--- src/rtl/uart_pkg.sv ---
// Shared types and constants for the UART transmit arbiter.
package uart_pkg;

  typedef enum logic [1:0] {
    IDLE   = 2'b00,
    LAUNCH = 2'b01,
    WAIT   = 2'b10
  } uart_arb_state_t;

  localparam int UART_CLK_DIVIDE       = 234;
  localparam int UART_ARB_WDOG_DEFAULT = 2 * 10 * UART_CLK_DIVIDE;

endpackage

--- src/rtl/rr_pick.sv ---
// Combinational round-robin selector: first set request searching upward
// from last_i+1, wrapping around.
module rr_pick #(
  parameter int N_REQ = 4
) (
  input  logic [N_REQ-1:0]         req_i,
  input  logic [$clog2(N_REQ)-1:0] last_i,
  output logic                     any_o,
  output logic [$clog2(N_REQ)-1:0] idx_o
);

  localparam int IDW = $clog2(N_REQ);

  logic [IDW-1:0] cand;

  always_comb begin
    any_o = 1'b0;
    idx_o = '0;
    cand  = '0;
    for (int k = 1; k <= N_REQ; k++) begin
      cand = IDW'((int'(last_i) + k) % N_REQ);
      if (!any_o && req_i[cand]) begin
        any_o = 1'b1;
        idx_o = cand;
      end
    end
  end

endmodule

--- src/rtl/uart_tx_arb.sv ---
// Round-robin arbiter sharing one uart_tx among N_REQ byte producers.
// Optional completion watchdog enabled by defining UART_ARB_WDOG_EN.
module uart_tx_arb
  import uart_pkg::*;
#(
  parameter int N_REQ       = 4,
  parameter int WDOG_CYCLES = UART_ARB_WDOG_DEFAULT
) (
  input  logic                     clk_i,
  input  logic                     rst_ni,
  input  logic [N_REQ-1:0]         req_valid_i,
  input  logic [8*N_REQ-1:0]       req_data_i,
  output logic [N_REQ-1:0]         req_ready_o,
  output logic [N_REQ-1:0]         req_done_o,
  output logic                     tx_start_o,
  output logic [7:0]               tx_data_o,
  input  logic                     tx_flag_i,
  output logic [$clog2(N_REQ)-1:0] grant_id_o,
  output logic                     busy_o,
  output logic                     err_o
);

  localparam int IDW = $clog2(N_REQ);

  if (N_REQ < 2 || N_REQ > 8 || WDOG_CYCLES < 2 || WDOG_CYCLES > 65537) begin : g_cfg_check
    $error("uart_tx_arb: unsupported N_REQ or WDOG_CYCLES");
  end

  uart_arb_state_t  state_q, state_d;
  logic [IDW-1:0]   last_q, grant_q;
  logic [7:0]       tx_data_q;
  logic             tx_start_q;
  logic [N_REQ-1:0] ready_q, done_q;
  logic             pick_any;
  logic [IDW-1:0]   pick_idx;
  logic             launch, complete, expire;

  function automatic logic [N_REQ-1:0] onehot(input logic [IDW-1:0] idx);
    onehot      = '0;
    onehot[idx] = 1'b1;
  endfunction

  rr_pick #(.N_REQ(N_REQ)) u_pick (
    .req_i  (req_valid_i),
    .last_i (last_q),
    .any_o  (pick_any),
    .idx_o  (pick_idx)
  );

  assign launch   = (state_q == IDLE) && pick_any;
  assign complete = (state_q == WAIT) && tx_flag_i;

`ifdef UART_ARB_WDOG_EN
  // Expiry is flagged one count early so ERR lands WDOG_CYCLES after LAUNCH.
  localparam logic [15:0] WDOG_LAST = 16'(WDOG_CYCLES - 2);

  logic [15:0] wdog_q, wdog_d;
  logic        err_q;

  assign expire = (state_q == WAIT) && !tx_flag_i && (wdog_q == WDOG_LAST);

  always_comb begin
    wdog_d = wdog_q;
    if (state_q == LAUNCH)    wdog_d = '0;
    else if (state_q == WAIT) wdog_d = wdog_q + 16'd1;
  end

  always_ff @(posedge clk_i or negedge rst_ni) begin
    if (!rst_ni) begin
      wdog_q <= '0;
      err_q  <= 1'b0;
    end else begin
      wdog_q <= wdog_d;
      err_q  <= expire;
    end
  end

  assign err_o = err_q;
`else
  assign expire = 1'b0;
  assign err_o  = 1'b0;
`endif

  always_ff @(posedge clk_i or negedge rst_ni) begin
    if (!rst_ni) state_q <= IDLE;
    else         state_q <= state_d;
  end

  // Completion takes priority over watchdog expiry in the same cycle.
  always_comb begin
    state_d = state_q;
    unique case (state_q)
      IDLE:    if (pick_any) state_d = LAUNCH;
      LAUNCH:  state_d = WAIT;
      WAIT:    if (tx_flag_i || expire) state_d = IDLE;
      default: state_d = IDLE;
    endcase
  end

  always_comb begin
    busy_o = (state_q != IDLE);
  end

  // START, READY and DONE are registered pulses; TX_DATA holds between launches.
  always_ff @(posedge clk_i or negedge rst_ni) begin
    if (!rst_ni) begin
      tx_start_q <= 1'b0;
      ready_q    <= '0;
      done_q     <= '0;
      tx_data_q  <= '0;
      grant_q    <= '0;
      last_q     <= IDW'(N_REQ - 1);
    end else begin
      tx_start_q <= launch;
      ready_q    <= launch ? onehot(pick_idx) : '0;
      done_q     <= complete ? onehot(grant_q) : '0;
      if (launch) begin
        tx_data_q <= req_data_i[{pick_idx, 3'b000} +: 8];
        grant_q   <= pick_idx;
      end
      if (state_q == LAUNCH) last_q <= grant_q;
    end
  end

  assign tx_start_o  = tx_start_q;
  assign req_ready_o = ready_q;
  assign req_done_o  = done_q;
  assign tx_data_o   = tx_data_q;
  assign grant_id_o  = grant_q;

endmodule

--- config.mk ---
export PLATFORM = sky130hd
export DESIGN_NAME = uart_tx_arb
export DESIGN_NICKNAME = d
export VERILOG_FILES = /design/src/rtl/uart_pkg.sv /design/src/rtl/rr_pick.sv /design/src/rtl/uart_tx_arb.sv
export SDC_FILE = /design/constraint.sdc
export NUM_CORES = 1
export LEC_CHECK = 0
export BUFFER_PORTS_ARGS = -buffer_cell sky130_fd_sc_hd__buf_2
export CORE_MARGIN = 2
export CORE_UTILIZATION = 48
export CTS_BUF_LIST = sky130_fd_sc_hd__clkbuf_4 sky130_fd_sc_hd__clkbuf_8
export CTS_CLUSTER_DIAMETER = 100
export DETAILED_ROUTE_END_ITERATION = 8
export PLACE_DENSITY_LB_ADDON = 0.1
export SETUP_SLACK_MARGIN = 0.2
export SYNTH_ARGS = -nofsm -noshare
export SYNTH_HDL_FRONTEND = slang
export SYNTH_SLANG_ARGS = --single-unit
export TNS_END_PERCENT = 10
--- constraint.sdc ---
create_clock -name clk_i -period 2.7 [get_ports clk_i]
set_clock_uncertainty 0.15 [all_clocks]
set_input_delay 0.135 -clock clk_i [delete_from_list [all_inputs] [get_ports clk_i]]
set_output_delay 0.135 -clock clk_i [all_outputs]
set_load 0.005 [all_outputs]
==> metrics.md <==
| Metric | Value |
|---|---|
| Max rail drop VDD | 506 uV |
| Synth Instances | 122 |
| Initial core utilization | 0.517 |
| Internal Power | 905 uW |
| Top-Level Pins | 60 |
| Slew margin rel. | 0.446 |
| CP Launch Point | last_q[1] |
| Area Growth Syn to Fin | 37.0% |
| CP Data Required Time | 2790 ps |
| GPL Wtd Cong | 0.714 |
| Slowest cell on the critical path | dfstp_2 |
| Net Sw Frac | 0.407 |
| 1st-pass router iterations | 4 |
| Final WL | 3110 um |
| Mapped cell area | 1310 sq um |
| Cell taking the most area after synthesis | dfrtp_1 |
| Clk pwr share | 0.109 |
| Hold wc startpoint | req_data_i[25] |
| Commonest non-fill, non-tap cells in the layout | buf_2, dfrtp_1, dlygate4sd3_1 |
| First-pass GRT wire length | 5240 um |
| Cell row count | 18 |
| Post-synth EDFFs | 0 |
| Core ar. | 2520 sq um |
| Final TNS setup | 0 ps |
| Total GRT Usage | 0.210 |
| Net count after synthesis | 161 |
| DR vias/cell | 5.11 |
| Asr flop ratio synth | 1.00 |
| P_sw | 621 uW |
| Slowest stage delay, CP | 620 ps |
| DIE AREA | 3150 sq um |
| CP endpoint kind | flop |
| Seq pwr share | 0.384 |
| Initial antenna violation count | 0 |
| Grt ovf | 0 |
| Yosys cell types | 33 |
| Slew @ Worst Pin | 831 ps |
| Max Cap Violations | 0 |
| Count of state elements after synthesis | 23 |
| Most common cell after layout, fill and taps aside | buf_2 |
| P_leak | 0.882 nW |
| Logic gate share of total power | 0.507 |
| Pwr dens | 853 nW/um^2 |
| Crit Path Class | flop to flop |
| DRC violations left | 0 |
| RSZ-0062 raised after global routing | false |
| Vias in the first global route | 1211 |
| Slew Limit Fails | 0 |
| Detailed Place HPWL | 2090 um |
| Worst Hold Class | primary input to flop |
| Port bufs | 58 |
| Total Power | 1.53 mW |
| FF-to-FF setup slack | 550 ps |
| Fmax | 466 MHz |
| Root buffer cell | clkbuf_4 |
| CTS tree | done |
| Remaining antenna violation count | 0 |
| Share of the synthesized area in the top cell type | 0.403 |
| R2r startpoint | last_q[1] |
| DRT iter0 DRCs | 17 |
| CP cell instances | nand2_2 > a311o_1 > nor3b_1 > mux2i_1 > o211ai_1 |
| Clk pin slew, worst setup/hold paths | 130 ps |
| Seq/Total Area, Yosys | 0.443 |
| Setup violators final | 0 |
| Syn_area_per_cell | 10.7 sq um |
| CTS Sinks | 23 |
| # diodes | 0 |
| Die width | 56.1 um |
| Synth Flop Type | dfrtp_1 |
| Design Area, Final | 1790 sq um |
| Status | finished, final reports clean |
| Max clock buf depth | 2 |
| Share of layout cells above drive strength 1 | 0.386 |
| Die height | 56.1 um |
| Ys Warns | 0 |
| Final min period | 2150 ps |
| Fillers | 221 |
| Top post-synthesis cells by area | dfrtp_1, mux2i_1, nor3b_2 |
| Via count | 1161 |
| DR WL/cell | 13.7 um |
| TritonCTS Buffers | 3 |
| Final nets | 237 |
| Max FO, Critical Path | 17 |
| WP data arrival | 2230 ps |
| Tcrit/Tclk final | 0.794 |
| H-tree depth | 1 |
| Dpl cell area | 1580 sq um |
| Setup crit start kind | flop |
| Final Hold Vio Count | 0 |
| Largest net degree at the start of global routing | 24 |
| Latest clock arrival within the worst-skew pair | 320 ps |
[flip-flops by register name, summed over array words and instances, names as in the netlist]
register	flops
req_done_o	4
req_ready_o	4
tx_start_o	1
grant_id_o	2
last_q	2
tx_data_o	8
state_q	2
[kinds of logic after synthesis]
| logic type | synth area share |
|---|---|
| and+or+nand+nor | 0.237 |
| DFF | 0.443 |
| AOI/OAI and AO/OA | 0.110 |
| muxes | 0.139 |
| buffers and inverters | 0.0681 |
| other | 0.00287 |
[worst paths after layout]
kind | endpoint | cells past startpoint
min in group asynchronous | req_done_o[3] | 2
worst min register to register | tx_data_o[6] | 2
max in group asynchronous | last_q[0] | 2
worst max register to register | tx_data_o[4] | 5
worst max-delay path | tx_data_o[4] | 5
worst min-delay path | tx_data_o[1] | 4
[critical path, delay by kind of cell, from the launching register on]
family,cells,cell delay [ps]
AOI/OAI and AO/OA,2,730
DFF,1,620
and+or+nand+nor,2,430
muxes,1,140
[routing by layer]
metal | track usage | vias up | part of all wire
met3 | 0.0326 | 5 | 0.044
met2 | 0.390 | 38 | 0.54
met5 | 0 | - | 0
li1 | - | 578 | -
met1 | 0.244 | 540 | 0.41
met4 | 0.0680 | 0 | 0.013
[power by group through the flow]
stage,Combinational (mW),Sequential (mW),Clock (mW)
6_report,0.774,0.586,0.166
5_1_grt,0.864,0.604,0.185
4_1_cts,0.785,0.586,0.171
3_5_place_dp,0.761,0.593,0
3_3_place_gp,0.738,0.589,0
2_1_floorplan,0.559,0.591,0
[Yosys cell counts (2+ instances only)]
library cell  count
nor3b_1          10
nand2_1          11
buf_6             3
o21ai_0           2
nor2b_1           2
inv_1             4
nand2b_1          2
nor3_1            4
dfrtp_1          21
mux2i_1          17
or2_1             3
nor3b_2           7
o211ai_1          8
dfstp_2           2
o21ai_1           3
nor2_1            6
[timing repair]
| item | in CTS | in global routing |
|---|---|---|
| gates resized for setup | 0 | 0 |
| hold buffers | 18 | 0 |
| buffers inserted | 0 | 0 |
| endpoints found under the hold margin | 34 | 0 |
[final cells by class]
cell class | instances | area (sq um) | area share
clock inverter | 1 | 7.51 | 0.00420
clock buffer | 3 | 22.5 | 0.0126
inverter | 5 | 18.8 | 0.0105
tap | 30 | 37.5 | 0.0210
sequential | 23 | 578 | 0.323
multi-input combinational | 87 | 638 | 0.357
timing repair buffer | 78 | 485 | 0.272
[per-stage QoR]
stage	setup slack (ps)	std cells	utilization	hold WS, ps
global placement	731	205	0.625	-18.4
finish	555	227	0.709	60.6
global route	484	227	0.709	63.4
detailed placement	671	205	0.625	-12.8
CTS	535	227	0.709	61.3
floorplan	816	122	-	-311
Note: power is estimated with default switching activity, not from simulation.
